`config.mk`:
```
export PLATFORM = sky130hd
export DESIGN_NAME = alarm_ctrl
export DESIGN_NICKNAME = d
export VERILOG_FILES = /design/src/rtl/alarm_pkg.sv /design/src/rtl/bcd_time_add.sv /design/src/rtl/alarm_ctrl.sv
export SDC_FILE = /design/constraint.sdc
export NUM_CORES = 1
export LEC_CHECK = 0
export BUFFER_PORTS_ARGS = -buffer_cell sky130_fd_sc_hd__buf_2
export CAP_MARGIN = 20
export CORE_MARGIN = 1.5
export CORE_UTILIZATION = 51
export CTS_CLUSTER_DIAMETER = 40
export CTS_CLUSTER_SIZE = 40
export DETAILED_ROUTE_END_ITERATION = 12
export PLACE_DENSITY = 0.9
export SYNTH_ARGS = -nofsm -noshare
export SYNTH_HDL_FRONTEND = slang
export SYNTH_HIERARCHICAL = 1
export SYNTH_SLANG_ARGS = --single-unit
```
`constraint.sdc`:
```
create_clock -name clk -period 3.6 [get_ports clk]
set_input_delay 0.72 -clock clk [delete_from_list [all_inputs] [get_ports clk]]
set_output_delay 0.72 -clock clk [all_outputs]
set_load 0.005 [all_outputs]
```
`src/rtl/alarm_pkg.sv`:
```
// Shared alarm controller definitions: FSM state codes, BCD digit limits and default timing.
package alarm_pkg;

   localparam int unsigned BcdDigitMax      = 9;
   localparam int unsigned BcdZMinMax       = 5;
   localparam int unsigned HourMax          = 23;
   localparam int unsigned RingMinDefault   = 5;
   localparam int unsigned SnoozeMinDefault = 9;

   localparam logic [1:0] StIdle    = 2'd0;
   localparam logic [1:0] StArmed   = 2'd1;
   localparam logic [1:0] StRinging = 2'd2;
   localparam logic [1:0] StSnoozed = 2'd3;

   function automatic logic timeValid(input logic [3:0] uMin, input logic [2:0] zMin,
                                      input logic [3:0] uHour, input logic [1:0] zHour);
      logic hourOk;
      hourOk = (zHour < 2'(HourMax / 10) && uHour <= 4'(BcdDigitMax)) ||
               (zHour == 2'(HourMax / 10) && uHour <= 4'(HourMax % 10));
      return (uMin <= 4'(BcdDigitMax)) && (zMin <= 3'(BcdZMinMax)) && hourOk;
   endfunction

endpackage

```
`src/rtl/bcd_time_add.sv`:
```
// Combinational BCD hh:mm plus a constant minute offset (0..9), wrapping 59->00 and 23->00.
module bcd_time_add
   import alarm_pkg::*;
#(
   parameter int unsigned ADD_MIN = SnoozeMinDefault
) (
   input  logic [3:0] uMin,
   input  logic [2:0] zMin,
   input  logic [3:0] uHour,
   input  logic [1:0] zHour,
   output logic [3:0] uMinOut,
   output logic [2:0] zMinOut,
   output logic [3:0] uHourOut,
   output logic [1:0] zHourOut
);

   logic [4:0] uSum;
   logic       carryMin;
   logic       carryHour;

   always_comb begin
      uSum      = {1'b0, uMin} + 5'(ADD_MIN);
      carryMin  = 1'b0;
      carryHour = 1'b0;
      uMinOut   = uSum[3:0];
      zMinOut   = zMin;
      uHourOut  = uHour;
      zHourOut  = zHour;
      if (uSum > 5'(BcdDigitMax)) begin
         uMinOut  = 4'(uSum - 5'd10);
         carryMin = 1'b1;
      end
      if (carryMin) begin
         if (zMin >= 3'(BcdZMinMax)) begin
            zMinOut   = 3'd0;
            carryHour = 1'b1;
         end else begin
            zMinOut = zMin + 3'd1;
         end
      end
      if (carryHour) begin
         if (zHour == 2'(HourMax / 10) && uHour == 4'(HourMax % 10)) begin
            uHourOut = 4'd0;
            zHourOut = 2'd0;
         end else if (uHour >= 4'(BcdDigitMax)) begin
            uHourOut = 4'd0;
            zHourOut = zHour + 2'd1;
         end else begin
            uHourOut = uHour + 4'd1;
         end
      end
   end

endmodule

```
`src/rtl/alarm_ctrl.sv`:
```
// Alarm clock controller: programmable BCD alarm, edge-triggered ring with timeout.
// Optional snooze path enabled by defining ALARM_SNOOZE_EN.
module alarm_ctrl
   import alarm_pkg::*;
#(
   parameter int unsigned RING_MIN   = RingMinDefault,
   parameter int unsigned SNOOZE_MIN = SnoozeMinDefault
) (
   input  logic       clk,
   input  logic       rst,
   input  logic       sel_program,
   input  logic [3:0] u_min_set,
   input  logic [2:0] z_min_set,
   input  logic [3:0] u_hour_set,
   input  logic [1:0] z_hour_set,
   input  logic [3:0] u_min_in,
   input  logic [2:0] z_min_in,
   input  logic [3:0] u_hour_in,
   input  logic [1:0] z_hour_in,
   input  logic       alarm_en,
   input  logic       stop,
   input  logic       snooze,
   output logic       ring,
   output logic       armed,
   output logic [3:0] u_min_alm,
   output logic [2:0] z_min_alm,
   output logic [3:0] u_hour_alm,
   output logic [1:0] z_hour_alm,
   output logic       prog_err
);

   localparam logic [5:0] RingLoad = 6'(RING_MIN);

   logic [1:0]  stateQ, stateD;
   logic [5:0]  cntQ, cntD;
   logic        matchPrevQ, match, trigger, progValid, snoozeReq;
   logic [12:0] curTime, almQ, target;

   assign curTime   = {z_hour_in, u_hour_in, z_min_in, u_min_in};
   assign progValid = sel_program && timeValid(u_min_set, z_min_set, u_hour_set, z_hour_set);
   assign match     = (curTime == target);
   // Rising edge of match only, so a silenced alarm stays quiet for the rest of its minute.
   assign trigger   = match && !matchPrevQ && !progValid;

`ifdef ALARM_SNOOZE_EN
   logic [12:0] snzQ, snzSum;

   bcd_time_add #(
      .ADD_MIN(SNOOZE_MIN)
   ) uSnoozeAdd (
      .uMin    (u_min_in),
      .zMin    (z_min_in),
      .uHour   (u_hour_in),
      .zHour   (z_hour_in),
      .uMinOut (snzSum[3:0]),
      .zMinOut (snzSum[6:4]),
      .uHourOut(snzSum[10:7]),
      .zHourOut(snzSum[12:11])
   );

   assign target    = (stateQ == StSnoozed) ? snzQ : almQ;
   assign snoozeReq = snooze;

   always_ff @(posedge clk) begin
      if (rst) begin
         snzQ <= '0;
      end else if (stateQ == StRinging && stateD == StSnoozed) begin
         snzQ <= snzSum;
      end
   end
`else
   logic [4:0] unusedCfg;
   assign unusedCfg = {snooze, 4'(SNOOZE_MIN)};
   assign target    = almQ;
   assign snoozeReq = 1'b0;
`endif

   always_comb begin
      stateD = stateQ;
      cntD   = cntQ;
      case (stateQ)
         StIdle: begin
            if (alarm_en) stateD = StArmed;
         end
         StArmed: begin
            if (trigger) begin
               stateD = StRinging;
               cntD   = RingLoad;
            end
         end
         StRinging: begin
            cntD = cntQ - 6'd1;
            if (stop) begin
               stateD = StArmed;
               cntD   = '0;
            end else if (snoozeReq) begin
               stateD = StSnoozed;
               cntD   = '0;
            end else if (cntQ <= 6'd1) begin
               stateD = StArmed;
               cntD   = '0;
            end
         end
         StSnoozed: begin
            if (stop) begin
               stateD = StArmed;
            end else if (trigger) begin
               stateD = StRinging;
               cntD   = RingLoad;
            end
         end
         default: stateD = StIdle;
      endcase
      if (progValid && (stateQ == StRinging || stateQ == StSnoozed)) begin
         stateD = StArmed;
         cntD   = '0;
      end
      if (!alarm_en) begin
         stateD = StIdle;
         cntD   = '0;
      end
   end

   always_ff @(posedge clk) begin
      if (rst) begin
         stateQ     <= StIdle;
         cntQ       <= '0;
         matchPrevQ <= 1'b1;
         almQ       <= '0;
         ring       <= 1'b0;
         prog_err   <= 1'b0;
      end else begin
         stateQ     <= stateD;
         cntQ       <= cntD;
         matchPrevQ <= match;
         ring       <= (stateD == StRinging);
         prog_err   <= sel_program && !progValid;
         if (progValid) almQ <= {z_hour_set, u_hour_set, z_min_set, u_min_set};
      end
   end

   assign armed = (stateQ != StIdle);
   assign {z_hour_alm, u_hour_alm, z_min_alm, u_min_alm} = almQ;

endmodule

```
==> results of run 1 <==
## cells by family after synthesis
group,count (synthesis)
buffers and inverters,8
adder cells (fa/ha/maj),2
AND/OR/NAND/NOR,42
flip-flops,24
multiplexers,13
XOR/XNOR,16
AO/OA/AOI/OAI,25
## per-layer routing
metal | track usage | share of wire
met1 | 0.249 | 0.39
met2 | 0.456 | 0.54
met3 | 0.0374 | 0.057
met4 | 0.105 | 0.015
met5 | 0 | 0
## placed cells by master, fill, tap and decap left out, types with 2 or more instances in the layout
cell type	instances
inv_1	4
or2_2	2
buf_2	46
o22ai_1	3
a21oi_1	3
o21ai_0	5
ha_1	2
nor2_1	14
nor3_1	4
o22a_1	2
dfxtp_1	24
nand4_1	3
nand3_1	4
mux2i_1	13
nand2_1	7
clkbuf_4	3
o311a_1	3
xnor2_1	15
## through the flow
stage | cells | utilization | hold slack (ps) | area (sq um) | setup WS (ps)
after floorplan | 130 | - | 469 | 1220 | 1600
after global placement | 201 | 0.659 | 483 | 1470 | 1340
after detailed placement | 201 | 0.659 | 508 | 1470 | 1280
after CTS | 205 | 0.682 | 526 | 1520 | 1640
after global routing | 205 | 0.682 | 558 | 1520 | 1560
final | 205 | 0.682 | 527 | 1520 | 1640
## critical path: stages
cell and delay, ps:
buf_2 110, o22a_1 210, o22a_1 230, nor3b_2 190, buf_4 310, a211oi_4 110, o311a_1 300
## path summary, 6_finish.rpt
kind / cells after the start / slack (ps) / endpoint
hold reg to reg: 2 / 530 / cntQ[4]
setup / recovery: 7 / 1640 / cntQ[0]
hold / removal: 2 / 530 / cntQ[4]
setup reg to reg: 5 / 1750 / cntQ[5]
## cell type report
| type | count | share of cell area |
|---|---|---|
| multi-input cells | 98 | 0.461 |
| flip-flops and latches | 24 | 0.315 |
| clock buffers | 3 | 0.0148 |
| repair buffers | 47 | 0.156 |
| well taps | 28 | 0.0230 |
| clock inverters | 1 | 0.0197 |
| inverters | 4 | 0.00985 |
## synth_stat cells, types with 2 or more instances
library cell	n
a21oi_1	3
dfxtp_1	24
ha_1	2
inv_1	4
mux2i_1	13
nand2_1	7
nand3_1	4
nand4_1	3
nor2_1	14
nor3_1	4
nor3b_1	2
o21ai_0	5
o22a_1	2
o22ai_1	3
o311a_1	3
or2_2	2
xnor2_1	15
## flip-flops by register name, indices dropped and copies added, names as in the netlist
name        count
almQ           13
cntQ            6
matchPrevQ      1
prog_err        1
ring            1
stateQ          2
## power breakdown
group	internal (W)	switching (W)	total, W
logic	0.0000371	0.0000339	0.0000710
clock network	0.000113	0.0000855	0.000198
registers	0.000273	0.00000615	0.000279
==> impl_metrics.tcl, run 1 <==
set metrics [dict create \
    critPathLaunch "u_hour_set[3]" \
    grt_antenna_before_repair 0 \
    clk_pin_slew_ps 130 \
    synth_mux_area_frac 0.107 \
    synth-seq-cells 24 \
    cts_buffer_depth 2 \
    dr.pass1.iters 4 \
    cts_setup_buffers 0 \
    period_needed_ps 1960 \
    h-tree-depth 1 \
    period_share 0.544 \
    final-seq-area_sq_um 480 \
    path_max_fanout 17 \
    start_util 0.547 \
    cts_num_sinks 24 \
    synth_top_family_by_area "simple AND/OR/NAND/NOR gates" \
    layout-drive-gt1-share 0.322 \
    vdd_drop_max_v 0.000269 \
    synth_nets 164 \
    area_growth_pct 24.8 \
    grt.total_usage 0.237 \
    status "completed" \
    fmax_ghz 0.511 \
    setup_tns_ps 0 \
    hp-start "cntQ[4]" \
    via_per_inst 5.61 \
    die_w_um 51.9 \
    cp.required_ps 3820 \
    max-slew-margin-rel 0.709 \
    grt_pass1_vias 1172 \
    yosysWarningCount 6 \
    final_hold_viol_count 0 \
    cts_root_buf "clkbuf_4" \
    worstSkewPairLatency_ps 330 \
    clock_skew_ps 16.4 \
    synth_simple_gate_area_frac 0.172 \
    synth_top_cell_area_share 0.393 \
    drt_iter0_drc 23 \
    setup_viol 0 \
    ys_async_sr_fraction 0 \
    grt_max_degree 18 \
    rsz0062_at_grt "no" \
    synth_compound_area_frac 0.158 \
    wire_per_inst_um 14.4 \
    synth-xor-area-share 0.115 \
    pin_count 48 \
    synthCells 130 \
    synthesis.area_sq_um 1220 \
    post_cts_resized 0 \
    yosys.area.top_type "dfxtp_1" \
    power.total_w 0.000548 \
    nFillCells 193 \
    gp_congestion 0.725 \
    min_path_type "reg -> reg" \
    drt-total-wl_um 2960 \
    drc 0 \
    worst_slew_pin_slew_ps 435 \
    coreArea_sq_um 2230 \
    cp-start-kind "input pin" \
    rows 17 \
    netlist_top_cells_area "dfxtp_1 39%, xnor2_1 11%, mux2i_1 11%, nor2_1 4.3%, o311a_1 2.5%" \
    cp-end-kind "flop" \
    critPathKind "in -> reg" \
    cp.arrival_ps 2180 \
    grt_pass1_wl_um 4750 \
    hpwl_um 2320 \
    port-buffer-count 46 \
    slew_violations 0 \
    fin_nets 212 \
    n_antenna_cell 0 \
    vias 1150 \
    p_leak_nw 0.659 \
    rr_startpoint "almQ[12]" \
    yosysUniqueCellTypes 37 \
    max-cap-violations 0 \
    die_h_um 51.9 \
    synth_ff_type "dfxtp_1" \
    grt_overflow 0 \
    synth-seq-area-share 0.393 \
    synthAdderAreaFrac 0.0205 \
    cts_tree "built" \
    multi_input_area_sq_um 703 \
    dieArea_sq_um 2700 \
    power_density_nw_per_um2 360 \
    cts_buffers 3 \
    antenna_left 0 \
    hold_buffers 0 \
    syn-mean-instance-area_sq_um 9.39 \
    synth-edff-count 0 \
]
Note: power is estimated with default switching activity, not from simulation.
==> run 2: changes to the inputs <==
--- a/config.mk
+++ b/config.mk
@@ -8,11 +8,11 @@
 export BUFFER_PORTS_ARGS = -buffer_cell sky130_fd_sc_hd__buf_2
 export CAP_MARGIN = 20
 export CORE_MARGIN = 1.5
-export CORE_UTILIZATION = 51
+export CORE_UTILIZATION = 47
 export CTS_CLUSTER_DIAMETER = 40
 export CTS_CLUSTER_SIZE = 40
 export DETAILED_ROUTE_END_ITERATION = 12
-export PLACE_DENSITY = 0.9
+export PLACE_DENSITY = 0.85
 export SYNTH_ARGS = -nofsm -noshare
 export SYNTH_HDL_FRONTEND = slang
 export SYNTH_HIERARCHICAL = 1
==> constraint.sdc (replaced) <==
create_clock -name clk -period 1.9 [get_ports clk]
set_input_delay 0.38 -clock clk [delete_from_list [all_inputs] [get_ports clk]]
set_output_delay 0.38 -clock clk [all_outputs]
set_load 0.005 [all_outputs]
==> run 2 against run 1 <==
Sequential share of layout area down 0.35 points. Largest cell class unchanged. Utilization down 5.9 points. Via count up 0.96%. Sequential cell count did not move. Global-route usage is 2.2 points lower. Critical path type is now reg -> reg. Clock-buffer cell count unchanged. Clock power is 12% higher.
==> impl_metrics.tcl, run 2 (same netlist as run 1, synthesis figures left out) <==
set metrics [dict create \
    status "completed" \
    grt_antenna_before_repair 0 \
    dp.cells 206 \
    cp-end-kind "flop" \
    max-cap-violations 0 \
    reg_top3 "almQ (13), cntQ (6), stateQ (2)" \
    placed_area_sq_um 1520 \
    p_leak_nw 0.667 \
    max-slew-margin-rel 0.717 \
    r2r-end "cntQ[3]" \
    setup_viol 0 \
    rows 18 \
    gp_congestion 0.746 \
    ff2ff_path_depth 5 \
    vdd_drop_max_v 0.000502 \
    cp.arrival_ps 2000 \
    grt.total_usage 0.215 \
    final_cell_mix "46 x buf_2, 23 x dfxtp_1, 15 x xnor2_1, 14 x nor2_1, 13 x mux2i_1" \
    crit_chain "xnor2_1 > nand4_1 > or4_4 > a211oi_4 > o22ai_1" \
    fmax_ghz 0.555 \
    dieArea_sq_um 2910 \
    area_growth_pct 26.5 \
    cts_buffer_depth 2 \
    layout-drive-gt1-share 0.335 \
    period_needed_ps 1800 \
    wire_per_inst_um 13.7 \
    cts_root_buf "clkbuf_4" \
    slew_violations 0 \
    critPathKind "reg -> reg" \
    drc 0 \
    critPathLaunch "almQ[3]" \
    cts_num_sinks 24 \
    largest_register_ffs 13 \
    cp-start-kind "flop" \
    power_density_nw_per_um2 577 \
    fin_nets 215 \
    met3_usage 0.0722 \
    grt_busiest_layer "met2" \
    h-tree-depth 1 \
    nFillCells 226 \
    use_met1 0.232 \
    power.total_w 0.000892 \
    crit_end "cntQ[3]" \
    rsz0062_at_grt "no" \
    hpwl_um 2300 \
    fin_util 0.624 \
    path_max_fanout 6 \
    grt_overflow 0 \
    top_register "almQ" \
    via_per_inst 5.56 \
    worstSkewPairLatency_ps 320 \
    vias 1161 \
    final_hold_viol_count 0 \
    cts_tree "built" \
    setup_tns_ps 0 \
    crit_slowest_cell "or4_4" \
    period_share 0.948 \
    antenna_left 0 \
    cp.depth 5 \
    cp_top_family "simple AND/OR/NAND/NOR gates" \
    n_antenna_cell 0 \
    hold_buffers 0 \
    grt_pass1_wl_um 4440 \
    max_stage_delay_ps 570 \
    cp.required_ps 2100 \
    pin_count 48 \
    drt-total-wl_um 2860 \
    dr.pass1.iters 4 \
    mostFrequentLayoutCell "buf_2" \
    clock_skew_ps 11.6 \
    grt_max_degree 15 \
    rr_startpoint "almQ[3]" \
    fin_cells 209 \
    start_util 0.493 \
    worst_slew_pin_slew_ps 421 \
    rrSetupSlack_ps 100 \
    cts_buffers 3 \
    design_area_sq_um 1550 \
    grtUsageMet2 0.382 \
    grt_pass1_vias 1026 \
    coreArea_sq_um 2480 \
    min_path_type "in -> reg" \
    clk_pin_slew_ps 130 \
    drt_iter0_drc 13 \
    die_w_um 54.0 \
    port-buffer-count 46 \
    die_h_um 54.0 \
    path_buf_inv 0 \
]
[run 2: how the worst min path moves through the flow]
stage                            start       to  slack (ps)  cells after the start
after floorplan                    rst  almQ[2]         450                      1
after global placement         cntQ[5]  cntQ[5]         480                      2
after detailed placement       cntQ[5]  cntQ[5]         500                      2
after CTS                 z_min_set[0]  almQ[4]         290                      3
after global routing      u_min_set[0]  almQ[0]         300                      3
final                     z_min_set[0]  almQ[4]         300                      3
[run 2: cell type report]
type                    instances  area, sq um  share of cell area
multi-input cells              98          703               0.455
well taps                      30         37.5              0.0243
clock buffers                   3         22.5              0.0146
inverters                       4         15.0             0.00972
flip-flops and latches         24          482               0.312
repair buffers                 50          285               0.185
[run 2: repair_timing]
item	in CTS	in global routing
setup endpoints to repair	0	2
resized for setup	0	2
buffers inserted	0	0
[run 2: worst register-to-register path, cell delays in order (launching register included)]
cell      delay [ps]
dfxtp_1          350
xnor2_1          180
nand4_1          160
or4_4            570
a211oi_4         310
o22ai_1          130
[run 2: layer usage]
layer,vias up,wire length [um]
met5,-,0
met4,0,53
met3,7,175
met2,40,1460
met1,552,1170
li1,562,-
[run 2: per-stage QoR]
step	hold WS (ps)	setup slack (ps)
finish	296	99.2
CTS	287	75.4
floorplan	452	238
global placement	483	11.5
detailed placement	503	-57.7
global route	304	1.70
[run 2: where the power goes]
part	switching, W	internal, W
Clock	0.000147	0.0000743
Combinational	0.0000650	0.0000777
Sequential	0.0000113	0.000517
Total	0.000223	0.000669
==> run 3: changes to the inputs <==
--- a/config.mk
+++ b/config.mk
@@ -7,12 +7,14 @@
 export LEC_CHECK = 0
 export BUFFER_PORTS_ARGS = -buffer_cell sky130_fd_sc_hd__buf_2
 export CAP_MARGIN = 20
+export CELL_PAD_IN_SITES_DETAIL_PLACEMENT = 0
+export CELL_PAD_IN_SITES_GLOBAL_PLACEMENT = 1
 export CORE_MARGIN = 1.5
-export CORE_UTILIZATION = 47
+export CORE_UTILIZATION = 35
 export CTS_CLUSTER_DIAMETER = 40
 export CTS_CLUSTER_SIZE = 40
 export DETAILED_ROUTE_END_ITERATION = 12
-export PLACE_DENSITY = 0.85
+export PLACE_DENSITY = 0.86
 export SYNTH_ARGS = -nofsm -noshare
 export SYNTH_HDL_FRONTEND = slang
 export SYNTH_HIERARCHICAL = 1
==> run 3 against run 2 <==
First-iteration DRC count grew to 3.8 times the previous value. Die area grew 32%. Sequential power barely moved. Sequential cell count stayed put. Critical path depth unchanged. Via count rose by 0.17%. Clock power is 18% higher. Largest power group unchanged.
==> impl_metrics.tcl, run 3 (same netlist as run 1, synthesis figures left out) <==
set metrics [dict create \
    cp_top_family "simple AND/OR/NAND/NOR gates" \
    crit_chain "xnor2_1 > nand4_1 > or4_4 > a211oi_4 > o22ai_1" \
    grt_max_degree 15 \
    rsz0062_at_grt "no" \
    path_max_fanout 6 \
    area_growth_pct 26.5 \
    critPathKind "reg -> reg" \
    switching_share 0.236 \
    fin_hold_ws_ps 306 \
    hpwl_um 2250 \
    clk_pin_slew_ps 130 \
    rrSetupSlack_ps 90 \
    min_path_type "in -> reg" \
    layout-drive-gt1-share 0.330 \
    final_hold_viol_count 0 \
    status "completed" \
    grt_pass1_wl_um 4340 \
    clockPowerShare 0.282 \
    cts_buffers 3 \
    max-slew-margin-rel 0.741 \
    start_util 0.366 \
    grt_overflow 0 \
    setup_tns_ps 0 \
    grt.total_usage 0.149 \
    fmax_ghz 0.553 \
    switchingPower_w 0.000218 \
    slew_violations 0 \
    cp.arrival_ps 2000 \
    period_share 0.952 \
    ff2ff_path_depth 5 \
    rows 21 \
    crit_slowest_cell "or4_4" \
    cts_num_sinks 24 \
    drt_iter0_drc 50 \
    reg_top3 "almQ (13), cntQ (6), stateQ (2)" \
    die_h_um 62.1 \
    port-buffer-count 46 \
    grt_pass1_vias 1046 \
    fin_nets 214 \
    p_comb_frac 0.146 \
    largest_register_ffs 13 \
    dp_slack_ps -37.9 \
    antenna_left 0 \
    layout_setup_ws_ps 91.4 \
    clock_skew_ps 3.68 \
    cp-end-kind "flop" \
    grt_antenna_before_repair 0 \
    drt-total-wl_um 2740 \
    gp_congestion 0.848 \
    final_cell_mix "46 x buf_2, 24 x dfxtp_1, 15 x xnor2_1, 14 x nor2_1, 13 x mux2i_1" \
    cp-start-kind "flop" \
    final-seq-area_sq_um 480 \
    nFillCells 347 \
    drc 0 \
    cts_setup_buffers 0 \
    wire_per_inst_um 12.2 \
    p_int_w 0.000705 \
    mostFrequentLayoutCell "buf_2" \
    max_stage_delay_ps 560 \
    n_antenna_cell 0 \
    die_w_um 62.1 \
    coreArea_sq_um 3340 \
    p_leak_nw 0.662 \
    post_cts_resized 0 \
    cts_root_buf "clkbuf_4" \
    pin_count 48 \
    power.total_w 0.000923 \
    design_area_sq_um 1550 \
    setup_viol 0 \
    top_register "almQ" \
    vdd_drop_max_v 0.000230 \
    vias 1163 \
    dr.pass1.iters 4 \
    cp.depth 5 \
    power_density_nw_per_um2 597 \
    cts_tree "built" \
    period_needed_ps 1810 \
    multi_input_area_sq_um 703 \
    dieArea_sq_um 3850 \
    placed_area_sq_um 1510 \
    min_path_cells 3 \
    h-tree-depth 1 \
    cts_buffer_depth 2 \
    path_buf_inv 0 \
    worstSkewPairLatency_ps 300 \
    worst_slew_pin_slew_ps 384 \
    seq_power_share 0.572 \
    max-cap-violations 0 \
    via_per_inst 5.17 \
    cp.required_ps 2090 \
    hold_buffers 0 \
]
-- run 3: power groups by stage --
stage                     combinational [W]  clock, W  sequential [W]
final                              0.000135  0.000261        0.000528
after CTS                          0.000136  0.000271        0.000528
after floorplan                   0.0000716         0        0.000538
after global placement             0.000133         0        0.000538
after detailed placement           0.000136         0        0.000538
after global routing               0.000149  0.000292        0.000530
-- run 3: metal layers --
| layer | GRT usage | vias to the layer above | share of wire |
|---|---|---|---|
| met5 | 0 | - | 0 |
| met4 | 0.0365 | 0 | 0.0077 |
| met3 | 0.0311 | 2 | 0.053 |
| met2 | 0.268 | 35 | 0.51 |
| met1 | 0.181 | 562 | 0.43 |
| li1 | - | 564 | - |
-- run 3: final cells by class --
cell class,count,share of cell area
Clock buffer,4,0.0235
Inverter,4,0.00972
Multi-Input combinational cell,98,0.455
Timing Repair Buffer,49,0.164
Tap cell,46,0.0372
Sequential cell,24,0.311
-- run 3: final timing paths --
check,start,endpoint
hold / removal,z_min_set[0],almQ[4]
setup reg to reg,almQ[12],cntQ[5]
setup / recovery,almQ[12],cntQ[5]
hold reg to reg,cntQ[5],cntQ[5]
-- run 3: per-stage QoR --
| stage | util | std cells |
|---|---|---|
| 2_1_floorplan | - | 130 |
| 3_3_place_gp | 0.452 | 221 |
| 3_5_place_dp | 0.452 | 221 |
| 4_1_cts | 0.463 | 225 |
| 5_1_grt | 0.463 | 225 |
| 6_report | 0.463 | 225 |
-- run 3: worst register-to-register path: stages (launching register included) --
cell,delay (ps)
dfxtp_1,400
xnor2_1,140
nand4_1,140
or4_4,560
a211oi_4,310
o22ai_1,140
